**src/rtl/ws2812b_frame_sampler_if.sv**
```systemverilog
// Bus between the frame sampler and its neighbours: raw LED requests in, committed frame out.
interface ws2812b_frame_sampler_if #(
  parameter int N = 32
);
  logic         enable;
  logic [N-1:0] raw_in;
  logic [N-1:0] frame_out;
  logic         frame_strobe;
  logic         busy;
  logic         pending;
  logic [1:0]   state_dbg;

  // Valid-only handshake: frame_strobe is the valid flag for frame_out, high for exactly one
  // cycle per commit; there is no ready because the consumer must accept every frame.
  modport master (
    output enable, raw_in,
    input  frame_out, frame_strobe, busy, pending, state_dbg
  );

  modport slave (
    input  enable, raw_in,
    output frame_out, frame_strobe, busy, pending, state_dbg
  );
endinterface

```
**src/rtl/ws2812b_frame_sampler.sv**
```systemverilog
// Synchronises raw LED requests, rate-limits and debounces them, then holds each committed
// frame long enough for the strip controller to finish a full refresh.
module ws2812b_frame_sampler #(
  parameter int N             = 32,
  parameter int CLK_HZ        = 50_000_000,
  parameter int SAMPLE_HZ     = 1000,
  parameter int STABLE_CYCLES = 500,
  parameter int HOLD_CYCLES   = 50_000
) (
  input logic                   clk_50,
  input logic                   rst,
  ws2812b_frame_sampler_if.slave bus
);

  localparam int SAMPLE_DIV = CLK_HZ / SAMPLE_HZ;
  localparam int PRE_W      = $clog2(SAMPLE_DIV);
  localparam int STAB_W     = $clog2(STABLE_CYCLES + 1);
  localparam int HOLD_W     = $clog2(HOLD_CYCLES + 1);

  localparam logic [PRE_W-1:0]  PRE_LAST  = PRE_W'(SAMPLE_DIV - 1);
  localparam logic [STAB_W-1:0] STAB_LAST = STAB_W'(STABLE_CYCLES - 1);
  localparam logic [HOLD_W-1:0] HOLD_LAST = HOLD_W'(HOLD_CYCLES - 1);

  generate
    if (SAMPLE_DIV < 2 || STABLE_CYCLES < 1 || HOLD_CYCLES < 1) begin : g_param_check
      $error("ws2812b_frame_sampler: SAMPLE_DIV must be >= 2, STABLE/HOLD_CYCLES >= 1");
    end
  endgenerate

  typedef enum logic [1:0] {
    S_IDLE   = 2'd0,
    S_SETTLE = 2'd1,
    S_COMMIT = 2'd2,
    S_HOLD   = 2'd3
  } state_t;

  state_t             state, state_nx;
  logic [N-1:0]       sync_a, sync_q;
  logic [PRE_W-1:0]   presc;
  logic               tick;
  logic [N-1:0]       cand, cand_nx;
  logic [STAB_W-1:0]  stab_cnt, stab_nx;
  logic [HOLD_W-1:0]  hold_cnt, hold_nx;
  logic [N-1:0]       frame_r, frame_nx;
  logic               strobe_r, strobe_nx;
  logic               busy_r, busy_nx;
  logic               pending_r, pending_nx;

  always_ff @(posedge clk_50 or negedge rst) begin
    if (!rst) begin
      sync_a <= '0;
      sync_q <= '0;
    end else begin
      sync_a <= bus.raw_in;
      sync_q <= sync_a;
    end
  end

  // Prescaler parks at zero while disabled so re-enabling restarts a full sample period.
  assign tick = bus.enable && (presc == PRE_LAST);

  always_ff @(posedge clk_50 or negedge rst) begin
    if (!rst) begin
      presc <= '0;
    end else if (!bus.enable || tick) begin
      presc <= '0;
    end else begin
      presc <= presc + 1'b1;
    end
  end

  always_ff @(posedge clk_50 or negedge rst) begin
    if (!rst) begin
      state <= S_IDLE;
    end else begin
      state <= state_nx;
    end
  end

  always_comb begin
    state_nx = state;
    case (state)
      S_IDLE: begin
        if (tick && (sync_q != frame_r)) state_nx = S_SETTLE;
      end
      S_SETTLE: begin
        // Disable wins over a completing candidate; a bounce back to the shown frame aborts.
        if (!bus.enable) begin
          state_nx = S_IDLE;
        end else if (sync_q != cand) begin
          if (sync_q == frame_r) state_nx = S_IDLE;
        end else if (stab_cnt == STAB_LAST) begin
          state_nx = S_COMMIT;
        end
      end
      S_COMMIT: state_nx = S_HOLD;
      S_HOLD: begin
        if (hold_cnt == HOLD_LAST) state_nx = S_IDLE;
      end
      default: state_nx = S_IDLE;
    endcase
  end

  always_comb begin
    cand_nx    = cand;
    stab_nx    = stab_cnt;
    hold_nx    = hold_cnt;
    frame_nx   = frame_r;
    case (state)
      S_IDLE: begin
        if (tick && (sync_q != frame_r)) begin
          cand_nx = sync_q;
          stab_nx = '0;
        end
      end
      S_SETTLE: begin
        if (sync_q != cand) begin
          cand_nx = sync_q;
          stab_nx = '0;
        end else if (stab_cnt != STAB_LAST) begin
          stab_nx = stab_cnt + 1'b1;
        end
      end
      S_COMMIT: begin
        frame_nx = cand;
        hold_nx  = '0;
      end
      S_HOLD: begin
        if (hold_cnt != HOLD_LAST) hold_nx = hold_cnt + 1'b1;
      end
      default: ;
    endcase
    strobe_nx  = (state == S_COMMIT);
    busy_nx    = (state_nx != S_IDLE);
    pending_nx = (sync_q != frame_r);
  end

  always_ff @(posedge clk_50 or negedge rst) begin
    if (!rst) begin
      cand      <= '0;
      stab_cnt  <= '0;
      hold_cnt  <= '0;
      frame_r   <= '0;
      strobe_r  <= 1'b0;
      busy_r    <= 1'b0;
      pending_r <= 1'b0;
    end else begin
      cand      <= cand_nx;
      stab_cnt  <= stab_nx;
      hold_cnt  <= hold_nx;
      frame_r   <= frame_nx;
      strobe_r  <= strobe_nx;
      busy_r    <= busy_nx;
      pending_r <= pending_nx;
    end
  end

  assign bus.frame_out    = frame_r;
  assign bus.frame_strobe = strobe_r;
  assign bus.busy         = busy_r;
  assign bus.pending      = pending_r;
  assign bus.state_dbg    = state;

endmodule
```
**src/flat_wrapper.sv**
```systemverilog
// flat-port wrapper written by rule: the top's interface ports become plain ports
module ws2812b_frame_sampler_flat 
#(
  parameter int N             = 32,
  parameter int CLK_HZ        = 50_000_000,
  parameter int SAMPLE_HZ     = 1000,
  parameter int STABLE_CYCLES = 500,
  parameter int HOLD_CYCLES   = 50_000
)
  (clk_50, rst, bus_enable, bus_raw_in, bus_frame_out, bus_frame_strobe, bus_busy, bus_pending, bus_state_dbg);
  ws2812b_frame_sampler_if #(.N(N)) bus_i ();
  input logic clk_50;
  input logic rst;
  input wire logic [$bits(bus_i.enable)-1:0] bus_enable;
  input wire logic [$bits(bus_i.raw_in)-1:0] bus_raw_in;
  output wire logic [$bits(bus_i.frame_out)-1:0] bus_frame_out;
  output wire logic [$bits(bus_i.frame_strobe)-1:0] bus_frame_strobe;
  output wire logic [$bits(bus_i.busy)-1:0] bus_busy;
  output wire logic [$bits(bus_i.pending)-1:0] bus_pending;
  output wire logic [$bits(bus_i.state_dbg)-1:0] bus_state_dbg;
  assign bus_i.enable = bus_enable;
  assign bus_i.raw_in = bus_raw_in;
  assign bus_frame_out = bus_i.frame_out;
  assign bus_frame_strobe = bus_i.frame_strobe;
  assign bus_busy = bus_i.busy;
  assign bus_pending = bus_i.pending;
  assign bus_state_dbg = bus_i.state_dbg;
  ws2812b_frame_sampler #(.N(N), .CLK_HZ(CLK_HZ), .SAMPLE_HZ(SAMPLE_HZ), .STABLE_CYCLES(STABLE_CYCLES), .HOLD_CYCLES(HOLD_CYCLES)) u_core (.clk_50(clk_50), .rst(rst), .bus(bus_i));
endmodule
```
**config.mk**
```make
export PLATFORM = sky130hd
export DESIGN_NAME = ws2812b_frame_sampler_flat
export DESIGN_NICKNAME = d
export VERILOG_FILES = /design/src/rtl/ws2812b_frame_sampler_if.sv /design/src/rtl/ws2812b_frame_sampler.sv /design/src/flat_wrapper.sv
export SDC_FILE = /design/constraint.sdc
export NUM_CORES = 1
export LEC_CHECK = 0
export CORE_MARGIN = 2
export CORE_UTILIZATION = 60
export CTS_BUF_LIST = sky130_fd_sc_hd__clkbuf_8
export DETAILED_ROUTE_END_ITERATION = 10
export GPL_ROUTABILITY_DRIVEN = 0
export PLACE_DENSITY = 0.83
export SLEW_MARGIN = 25
export SYNTH_ARGS = -nofsm -noshare
export SYNTH_HDL_FRONTEND = slang
export SYNTH_SLANG_ARGS = --single-unit
```
**constraint.sdc**
```tcl
create_clock -name clk_50 -period 3.9 [get_ports clk_50]
set_input_delay 0.78 -clock clk_50 [delete_from_list [all_inputs] [get_ports clk_50]]
set_output_delay 0.78 -clock clk_50 [all_outputs]
set_load 0.02 [all_outputs]
```
==> results of run 1 <==
through the flow:
stage	hold slack (ns)	power, W	setup slack, ns	std cells	area (µm²)
after global routing	0.243	0.00339	0.896	838	8490
after global placement	0.331	0.00202	1.18	806	8070
final	0.234	0.00327	1.04	838	8490
after detailed placement	0.335	0.00202	1.11	806	8070
after floorplan	0.331	0.00193	1.68	599	7250
after CTS	0.239	0.00329	1.09	838	8490
flip-flops by register name, indices dropped and copies added, names as in the netlist:
register	count
u_core.bus.frame_strobe	1
u_core.bus.frame_out	32
u_core.presc	16
u_core.bus.pending	1
u_core.sync_q	32
u_core.sync_a	32
u_core.hold_cnt	16
u_core.bus.state_dbg	2
u_core.cand	32
u_core.bus.busy	1
u_core.stab_cnt	9
metal layers:
layer	up-vias	track usage (%)	routed length, µm	part of all wire, %
met5	-	0	0	0
met4	0	6.59	197	1.4
met3	19	6.75	701	4.9
met2	137	38.8	7200	50
met1	2347	31.6	6220	43
li1	2162	-	-	-
worst max-delay path, delay by kind of cell, from the launching register on:
family,cells,cell delay [ns]
simple gates,3,0.94
buf+inv,1,0.51
flops,1,0.46
mux,1,0.40
xor+xnor,1,0.22
compound gates,1,0.19
how the worst max path moves through the flow:
stage                                         from                   to  depth (start not counted)
final                             u_core.sync_q[3]      u_core.cand[31]                          7
after floorplan           u_core.bus.frame_out[11]      u_core.cand[10]                          7
after global placement            u_core.sync_q[3]       u_core.cand[0]                          7
after CTS                         u_core.sync_q[3]      u_core.cand[31]                          7
after global routing       u_core.bus.state_dbg[0]  u_core.hold_cnt[13]                          6
after detailed placement          u_core.sync_q[3]       u_core.cand[0]                          7
cells in the final DEF (no fill, tap or decap), types with 2 or more instances in the layout:
cell and n:
dfrtp_1 174, nand2_1 123, xnor2_1 75, clkdlybuf4s50_1 70, nor2_1 30, mux2_4 30, nand4_1 21, clkbuf_8 21
nand3_1 17, and3_1 11, xor2_1 11, a21oi_1 8, nor3_1 7, o21ai_0 7, and2_1 6, inv_1 6
nand2b_1 5, nor4_2 4, mux2i_1 4, or4_1 4, buf_4 4, ha_1 3, nand2_2 2, or4bb_1 2
and4_1 2, a31oi_1 2, o211ai_1 2, or2_2 2, a2bb2oi_1 2, nor2b_1 2, mux2_2 2, bufinv_16 2
inv_6 2, clkinv_4 2, clkinvlp_4 2
layout make-up:
cell class | count | area [µm²]
clock inverter | 11 | 130
tap | 147 | 184
sequential | 174 | 4350
multi-input combinational | 403 | 2750
inverter | 6 | 22.5
fill | 826 | 3420
clock buffer | 21 | 289
timing repair buffer | 76 | 762
power groups by stage:
| stage | Sequential (W) | Clock [W] | Combinational (W) |
|---|---|---|---|
| floorplan | 0.00189 | 0 | 0.0000373 |
| global placement | 0.00190 | 0 | 0.000117 |
| detailed placement | 0.00190 | 0 | 0.000120 |
| CTS | 0.00187 | 0.00130 | 0.000121 |
| global route | 0.00187 | 0.00139 | 0.000131 |
| finish | 0.00187 | 0.00129 | 0.000117 |
kinds of logic after synthesis:
family,Yosys count,synth area share (%)
adder cells (fa/ha/maj),3,0.518
XOR/XNOR,86,10.4
buffers and inverters,22,2.04
multiplexers,36,7.07
flip-flops,174,60.0
AO/OA/AOI/OAI,30,3.02
AND/OR/NAND/NOR,248,16.9
==> summary by stage, run 1 <==
Synth
The biggest area consumer among synthesized cells is dfrtp_1. The count of flip-flops with a built-in enable after synthesis is 0. For this run, the number of Yosys warnings is 0. Ranked by total cell area, the synthesized netlist is headed by dfrtp_1 (60%), xnor2_1 (9.1%), nand2_1 (6.4%).

After synthesis, flip-flops and latches occupy 60.0% of the total area. The mapped cell area is 0.00725 mm². When the netlist entered floorplanning its net count stood at 637. Of all flip-flops after synthesis, the portion carrying an async set or reset was 100%.

The most common flop cell mapped by yosys is dfrtp_1. The flip-flop and latch count after synthesis is 174. After synthesis, the most frequently instantiated cells are dfrtp_1 (174), nand2_1 (123), xnor2_1 (75). Of the post-synthesis cell area, the dominant cell type holds 60.0%.

In this run the mean area of a mapped cell was 12.1 µm². After synthesis, the netlist uses 53 different library cells. The most common cell in the synthesized netlist is dfrtp_1. Counting every instance in the synthesized netlist gives 599.

Setup path
The largest stage delay on the critical path is 0.51 ns. The largest individual stage delay along the critical path comes from the cell buf_4. The arrival time reported for the critical path endpoint is 3.20 ns. The reg-to-reg startpoint is u_core.sync_q[3]. The critical path in this run is classified as register to register.

The number of cells on the worst reg-to-reg path is 7. The critical path launch point type is a register. The critical path goes through xnor2_1 > nand4_1 > nor4_2 > nand2_2 > a21oi_4 > buf_4 > mux2_2. The worst reg2reg path endpoint is u_core.cand[31]. The maximum fanout along the worst path is 32.

The worst path required time is 4.24 ns. The worst setup path is captured at a register. Setup slack on the worst reg-to-reg path comes out at 1.04 ns.

Clock network
The clock tree from TritonCTS is done. CTS saw 174 sinks. The H-tree depth is 4.

In this run, post-CTS repair resized a total of 0 instances. The clock-pin slew on the worst setup and hold paths is 0.09 ns. The post-CTS setup-driven buffer insertion count is 0. The cell at the root of the clock tree is clkbuf_8. In this run the deepest clock path goes through 2 buffers. After clock tree synthesis, the flow added hold-fix buffers numbering 0.

The clock reaches the later pin of the worst-skew pair after 0.45 ns. Clock tree synthesis inserted a total of 17 buffers.

Cells and area
The post-synthesis to final-layout area growth is 17.1%. At the end of the flow, the number of nets in the layout was 716. The number of antenna cells inserted is 0. The utilization of the core after routing is 71.3%. The fraction of final layout cells with drive strength greater than 1 is 12.4%.

STA
The final setup TNS is 0 ns. The number of hold-slack violations in the final timing report is 0. The max-slew violation count is 0. The transition at the pin with the smallest max-transition slack is 0.831 ns. Setup repair after global routing left no endpoint under its margin.

The peak clock frequency supported by timing is 349 MHz. Clock skew on the completed layout was measured at 0.0133 ns. Subtracting the final worst setup slack from the clock period gives 2.86 ns. In this run the tightest slew margin relative to its limit is 44.2%. The worst path uses 73.4% of the clock period. The total setup violations reported at the end of the flow is 0.

Place
Detailed placement ended at an HPWL of 9.82 mm. The count of buffers added on input and output ports is 71.

Routing
The routed wire length per instance is 17.1 µm. The detail route stage leaves a number of antenna-violating nets equal to 0. The number of design rule violations left after detail routing is 0. The detailed router's first-iteration violation count is 331. The total length of routed wires is 14.3 mm.

The detailed router placed 4665 vias in this run. Before antenna repair, the detailed router went through 4 iterations. After detailed routing, the number of vias per cell comes to 5.57.

Power
The clock network is responsible for 39.3% of the overall power. Summed over all nets, the switching power comes to 0.000728 W. The portion of total power attributed to sequential cells is 57.1%. The combinational share of power is 3.6%. In this run the power density over the cells is 385 mW/mm². The internal portion of total power is 0.00254 W. The static leakage is 3.88 nW. Net switching is 22.3% of the power. The maximum vdd drop is 314 µV.

Global route
The remaining global-route overflow is 0. The first global-routing pass estimated 23.8 mm of wire. The number of antenna violations at the first check in global routing is 0. The pin count of the biggest net entering global routing is 84. The number of global-route vias before repair is 4773. The total global routing track utilization is 23.8%.

Floorplan
The die width is 114 µm. The floorplan has 40 rows. The full die area is 0.0130 mm².

After floorplanning, the core was sized to cover 0.0119 mm². Once the floorplan was initialized, standard cells occupied 60.9% of the core. From bottom edge to top edge, the die measures 114 µm. The count of pins on the block boundary is 72.

Min path
The path class of the lowest-slack min-delay path is input port to asynchronous set/reset pin.

Job
Across the run, the number of max-cap violations was 0.

Status
The flow ran to the end, and the final reports show no timing, DRC or antenna violations.
Note: power is estimated with default switching activity, not from simulation.
==> run 2, diff against run 1 <==
Settings changed: CORE_UTILIZATION 60 to 59, PLACE_DENSITY 0.83 to 0.82.
Clock period 3.9 ns to 2.9 ns, I/O delays scaled along.
==> run 2 against run 1 <==
Sequential power increased by 34%. Register-to-register slack got worse by 0.60 ns. Non-clock buffer count increased by 3. Critical endpoint is now u_core.cand[0].
==> summary by stage, run 2 (synthesis results as in run 1) <==
Setup path
The worst path required time was 3.26 ns (-0.98 ns). The largest stage delay on the critical path was 0.43 ns (-0.08 ns). The maximum fanout along the worst path was 32 (unchanged). The cell family contributing the most delay on the critical path is simple AND/OR/NAND/NOR gates. The critical path is of the register to register type.

The category of the worst setup path capture point is a register. The arrival time reported for the critical path endpoint is 2.82 ns (-0.38 ns). The critical path launch point type is a register. The sum of buffers and inverters on the critical path came to 1 (unchanged). The signal on the critical path passes through xnor2_1 > nand4_1 > nor4_2 > nand2_2 > a21oi_4 > buf_12 > mux2_2. The cell with the largest stage delay on the worst path is dfrtp_1.

Power
The static leakage came to 3.90 nW (+0.73%). The power density normalized to cell area is 528 mW/mm² (+37%). The maximum vdd drop is 407 µV (+29%).

Place
The worst setup timing slack at the placement stage was 0.426 ns (-0.684 ns). The half-perimeter wire length after placement was 9.96 mm (+1.5%). The cell area reported after detailed placement is 0.00810 mm² (+0.28%).

The number of buffers inserted by port buffering was 71 (unchanged). The instance count after placement with tap cells included is 809 (+0.37%).

STA
The portion of the clock cycle consumed by the worst path in the final layout was 84.9% (+11 points). The post-layout minimum cycle time was 2.46 ns (-0.402 ns). The relative slew slack is 61.3% (+17 points). The peak clock frequency supported by timing is 406 MHz (+16%). The max-slew violation count is 0 (unchanged).

The worst setup slack after layout came to 0.439 ns (-0.598 ns). The number of hold-slack violations in the final timing report is 0 (unchanged). The total setup violations reported at the end of the flow was 0 (unchanged). The transition at the pin with the smallest max-transition slack came to 0.580 ns (-0.251 ns). The final hold slack is 0.0746 ns (-0.160 ns). The final setup TNS was 0 ns (unchanged). Setup repair after global routing left no endpoint under its margin.

The setup clock skew after layout came to 0.0145 ns (+0.00126 ns).

Cells and area
The summed area of non-filler cells in the final layout is 0.00853 mm² (+0.49%). The number of nets in the finished design came to 719 (+0.42%). The library cells used most frequently in the layout, excluding fill and tap cells, are dfrtp_1 (174), nand2_1 (123), xnor2_1 (75), clkdlybuf4s50_1 (70). The number of antenna cells inserted came to 0 (unchanged).

The leading cell type in the layout, fill and taps excluded is dfrtp_1. Relative to the synthesized area, the layout overhead comes to 17.7%. The fraction of final layout cells with drive strength greater than 1 was 12.7% (+0.23 points). The final non-filler cell total is 841 (+0.36%).

Clock network
The insertion delay to the later sink of the worst-skew pair is 0.47 ns (+0.02 ns). The number of buffers created by CTS is 17 (unchanged). The clock-pin slew on the worst setup and hold paths is 0.09 ns (about the same). The maximum clock insertion buffer count was 2 (unchanged).

The post-cts resize count is 0 (unchanged). The H-tree depth is 4 (unchanged). The hold-fix buffer count after cts is 0 (unchanged). The post-CTS setup-driven buffer insertion count is 0 (unchanged). The number of sinks on the clock net is 174 (unchanged).

The cell at the root of the clock tree is clkbuf_8. TritonCTS built the clock tree.

Global route
The number of global-route vias before repair is 4871 (+2.1%). The remaining global-route overflow is 0 (unchanged). The pin count of the biggest net entering global routing is 65 (-23%). The number of antenna violations at the first check in global routing is 0 (unchanged). The total global routing track utilization was 24.2% (+0.44 points). The first-pass GRT wire length is 24.3 mm (+2.2%).

Routing
The detailed-routing iteration count for the pre-antenna-repair pass is 7 (+3). The per-cell via count in the routed design is 5.55 (-0.38%). The remaining antenna violation count is 0 (unchanged).

The via count is 4664 (-0.021%). The detailed router's first-iteration violation count is 329 (-0.60%). The routed wire length per instance is 17.3 µm (+1.1%).

The total length of routed wires was 14.5 mm (+1.5%). The number of design rule violations left after detail routing came to 0 (unchanged).

Min path
The path class of the lowest-slack min-delay path is input port to asynchronous set/reset pin.

Floorplan
The vertical die dimension is 115 µm (+0.81%). The die width is 115 µm (+0.81%). The count of pins on the block boundary is 72 (unchanged). The full die area is 0.0132 mm² (+1.6%). The standard cell core area is 0.0120 mm² (+0.84%). The number of placement rows is 40 (unchanged). The starting density of the core is 60.4% (-0.51 points).

Status
The run finished with clean final reports.

Job
The number of max-capacitance violations reported is 0 (unchanged).
-- run 2: path summary, 6_finish.rpt --
path | from | end | slack (ns) | depth (start not counted)
setup / recovery | u_core.sync_q[2] | u_core.cand[0] | 0.44 | 7
hold / removal | rst | u_core.sync_q[31] | 0.07 | 1
setup reg to reg | u_core.sync_q[2] | u_core.cand[0] | 0.44 | 7
hold reg to reg | u_core.sync_a[7] | u_core.sync_q[7] | 0.35 | 0
max in group asynchronous | rst | u_core.sync_a[28] | 2.05 | 2
min in group clk_50 | u_core.sync_a[7] | u_core.sync_q[7] | 0.35 | 0
-- run 2: cell type report --
class / count / area (µm²)
Sequential cell: 174 / 4350
Fill cell: 788 / 3480
Multi-Input combinational cell: 403 / 2750
Timing Repair Buffer: 79 / 785
Clock buffer: 18 / 248
Clock inverter: 14 / 190
Tap cell: 147 / 184
Inverter: 6 / 22.5
-- run 2: through the flow --
stage / util (%) / power [W]
finish: 71.0 / 0.00451
global route: 71.0 / 0.00467
CTS: 71.0 / 0.00454
detailed placement: 67.4 / 0.00272
global placement: 67.4 / 0.00271
floorplan: - / 0.00260
-- run 2: routing by layer --
metal | GRT usage (%) | wire length, µm
met1 | 32.0 | 6240
met2 | 39.3 | 7210
met3 | 6.91 | 783
met4 | 7.71 | 295
met5 | 0 | 0
-- run 2: power breakdown --
| group | internal, W | switching, W | leakage, nW | total [W] |
|---|---|---|---|---|
| Sequential | 0.00247 | 0.0000373 | 2.21 | 0.00251 |
| Combinational | 0.0000784 | 0.0000805 | 1.47 | 0.000159 |
| Clock | 0.000963 | 0.000877 | 0.224 | 0.00184 |
==> run 3, diff against run 2 <==
Clock period 2.9 ns to 2.4 ns, I/O delays scaled along.
==> run 3 against run 2 <==
Total power rose by 17%. Cell count grew 0.59%. Register-to-register slack lost 0.40 ns. Via count increased by 3.1%. Clock power grew 11%. Design area grew 1.1%. Critical endpoint is now u_core.cand[15].
==> summary by stage, run 3 (synthesis results as in run 1) <==
Cells and area
The fraction of final layout cells with drive strength greater than 1 came to 13.6% (+0.91 points). The number of nets in the finished design is 725 (+0.83%). The leading cell type in the layout, fill and taps excluded is dfrtp_1. The post-synthesis to final-layout area growth is 18.9%.

The number of antenna cells inserted is 0 (unchanged). In the layout the commonest cells are dfrtp_1 (174), nand2_1 (123), xnor2_1 (73), clkdlybuf4s50_1 (70). The utilization of the core after routing is 71.8% (+0.77 points).

Clock network
TritonCTS built the clock tree. The H-tree depth is 4 (unchanged). The cell at the root of the clock tree is clkbuf_8. The clock-pin slew on the worst setup and hold paths is 0.09 ns (about the same).

The number of buffers created by CTS is 17 (unchanged). The insertion delay to the later sink of the worst-skew pair was 0.48 ns (about the same). The number of sinks on the clock net was 174 (unchanged). The maximum clock insertion buffer count was 2 (unchanged).

Setup path
The largest stage delay on the critical path is 0.44 ns (about the same). The signal on the critical path passes through xnor2_2 > nand4_1 > nor4_4 > a211oi_4 > a21oi_4 > clkbuf_16 > mux2_4. The maximum fanout along the worst path is 16 (-50%).

The worst path required time is 2.76 ns (-0.50 ns). The category of the worst setup path capture point is a register. The arrival time reported for the critical path endpoint is 2.73 ns (-0.09 ns). The cell with the largest stage delay on the worst path is nor4_4. The number of cells on the critical path is 7 (unchanged). The critical path is of the register to register type. The cell count of the worst reg-to-reg path is 7 (unchanged).

The critical path launch point type is a register. In this design, the largest share of critical-path delay is due to simple AND/OR/NAND/NOR gates. The sum of buffers and inverters on the critical path is 1 (unchanged).

Global route
The number of global-route vias before repair was 5059 (+3.9%). The remaining global-route overflow is 0 (unchanged). The first-pass GRT wire length is 24.8 mm (+2.2%). The routing layer with the top usage in global route is met2. The number of antenna violations at the first check in global routing is 0 (unchanged).

The pin count of the biggest net entering global routing came to 58 (-11%). The global-route track usage on met1 is 30.9% (-1.2 points). The global-route met2 utilization is 40.9% (+1.6 points). The total global routing track utilization was 24.8% (+0.63 points). The met3 global-route usage is 7.33% (+0.42 points).

STA
The peak clock frequency supported by timing is 423 MHz (+4.1%). The final hold slack is 0.350 ns (+0.275 ns). The relative slew slack was 64.0% (+2.7 points). The max-slew violation count is 0 (unchanged). The final setup TNS is 0 ns (unchanged).

The worst setup slack after layout is 0.0354 ns (-0.404 ns). The total setup violations reported at the end of the flow came to 0 (unchanged). The portion of the clock cycle consumed by the worst path in the final layout is 98.5% (+14 points).

The transition at the pin with the smallest max-transition slack is 0.540 ns (-0.0400 ns). The post-layout minimum cycle time is 2.36 ns (-0.0965 ns). The number of hold-slack violations in the final timing report is 0 (unchanged). The setup clock skew after layout was 0.0145 ns (-0.0000472 ns).

Floorplan
The number of placement rows came to 40 (unchanged). The standard cell core area is 0.0120 mm² (unchanged). The count of pins on the block boundary came to 72 (unchanged). The starting density of the core came to 60.4% (unchanged). The full die area is 0.0132 mm² (unchanged). The die width is 115 µm (unchanged).

The vertical die dimension came to 115 µm (unchanged).

Min path
The path class of the lowest-slack min-delay path is register to register. The cell count of the worst hold path is 0.

Place
The half-perimeter wire length after placement was 10.2 mm (+2.0%). The number of buffers inserted by port buffering is 71 (unchanged). The worst setup timing slack at the placement stage came to -0.0444 ns (-0.470 ns).

Status
The run finished with clean final reports.

Routing
The detailed router's first-iteration violation count is 349 (+6.1%). The total length of routed wires is 15.2 mm (+4.4%). The number of design rule violations left after detail routing is 0 (unchanged). The per-cell via count in the routed design came to 5.68 (+2.5%).

The detailed-routing iteration count for the pre-antenna-repair pass is 4 (-3). The remaining antenna violation count is 0 (unchanged). The routed wire length per instance came to 17.9 µm (+3.8%). The via count was 4807 (+3.1%).

Power
The portion of total power attributed to sequential cells is 57.4% (+1.7 points). The total power of the final layout is 0.00528 W (+17%). The net switching power is 0.00121 W (+22%). The power density normalized to cell area was 612 mW/mm² (+16%). The clock group share of total power is 38.7% (-2.1 points). The switching power share of the total is 22.9% (+0.85 points).

The static leakage is 3.98 nW (+1.9%). The combinational share of power is 3.8% (+0.3 points). The maximum vdd drop was 550 µV (+35%). The internal portion of total power is 0.00407 W (+16%).

Job
The number of max-capacitance violations reported came to 0 (unchanged).
## run 3: cell types whose count changed in the layout (fill, tap and decap cells not counted), moves of 2 or more
cell	before	now
nor4_2	4	1
nor4_4	1	4
buf_12	1	3
xnor2_2	0	2
buf_4	7	9
bufinv_16	4	2
clkinv_4	1	3
xnor2_1	75	73
## run 3: path summary, 6_finish.rpt
| kind | start | to | slack (ns) |
|---|---|---|---|
| max in group asynchronous | rst | u_core.hold_cnt[9] | 1.22 |
| hold / removal | u_core.sync_a[22] | u_core.sync_q[22] | 0.35 |
| hold reg to reg | u_core.sync_a[22] | u_core.sync_q[22] | 0.35 |
| setup / recovery | u_core.bus.frame_out[16] | u_core.cand[15] | 0.04 |
| setup reg to reg | u_core.bus.frame_out[16] | u_core.cand[15] | 0.04 |
| min in group asynchronous | rst | u_core.sync_q[31] | 0.52 |
## run 3: layout make-up
type                    instances  area, µm²
flip-flops and latches        174       4350
fillers                       800       3390
multi-input cells             403       2790
repair buffers                 85        875
clock buffers                  19        262
well taps                     147        184
clock inverters                12        138
inverters                       6       22.5
## run 3: per-stage QoR
stage	std cells	instance area, µm²
final	846	8630
after global routing	846	8630
after CTS	845	8560
after detailed placement	812	8140
after global placement	812	8140
after floorplan	599	7250
## run 3: power groups by stage
stage | Combinational [W] | Sequential [W] | Clock [W]
floorplan | 0.0000606 | 0.00308 | 0
global placement | 0.000198 | 0.00309 | 0
detailed placement | 0.000202 | 0.00309 | 0
CTS | 0.000205 | 0.00303 | 0.00208
global route | 0.000227 | 0.00304 | 0.00219
finish | 0.000202 | 0.00303 | 0.00204
## run 3: worst reg2reg max path: stages (launching register included)
cell	delay (ns)
dfrtp_1	0.43
xnor2_2	0.22
nand4_1	0.25
nor4_4	0.44
a211oi_4	0.12
a21oi_4	0.21
clkbuf_16	0.26
mux2_4	0.33
## run 3: per-layer routing
| metal | share of wire, % | vias up | wire (µm) |
|---|---|---|---|
| met5 | 0 | - | 0 |
| li1 | - | 2180 | - |
| met2 | 50 | 136 | 7610 |
| met4 | 3.1 | 0 | 476 |
| met1 | 41 | 2453 | 6290 |
| met3 | 5.2 | 38 | 793 |
## run 3: what timing repair did
item / in CTS / in global routing
gates resized for setup: 0 / 5
pin swaps: 1 / 2
endpoints found under the setup margin: 32 / 32
endpoints found under the hold margin: 48 / 0
hold buffers: 1 / 0
setup buffers: 1 / 0
cloned: 0 / 1
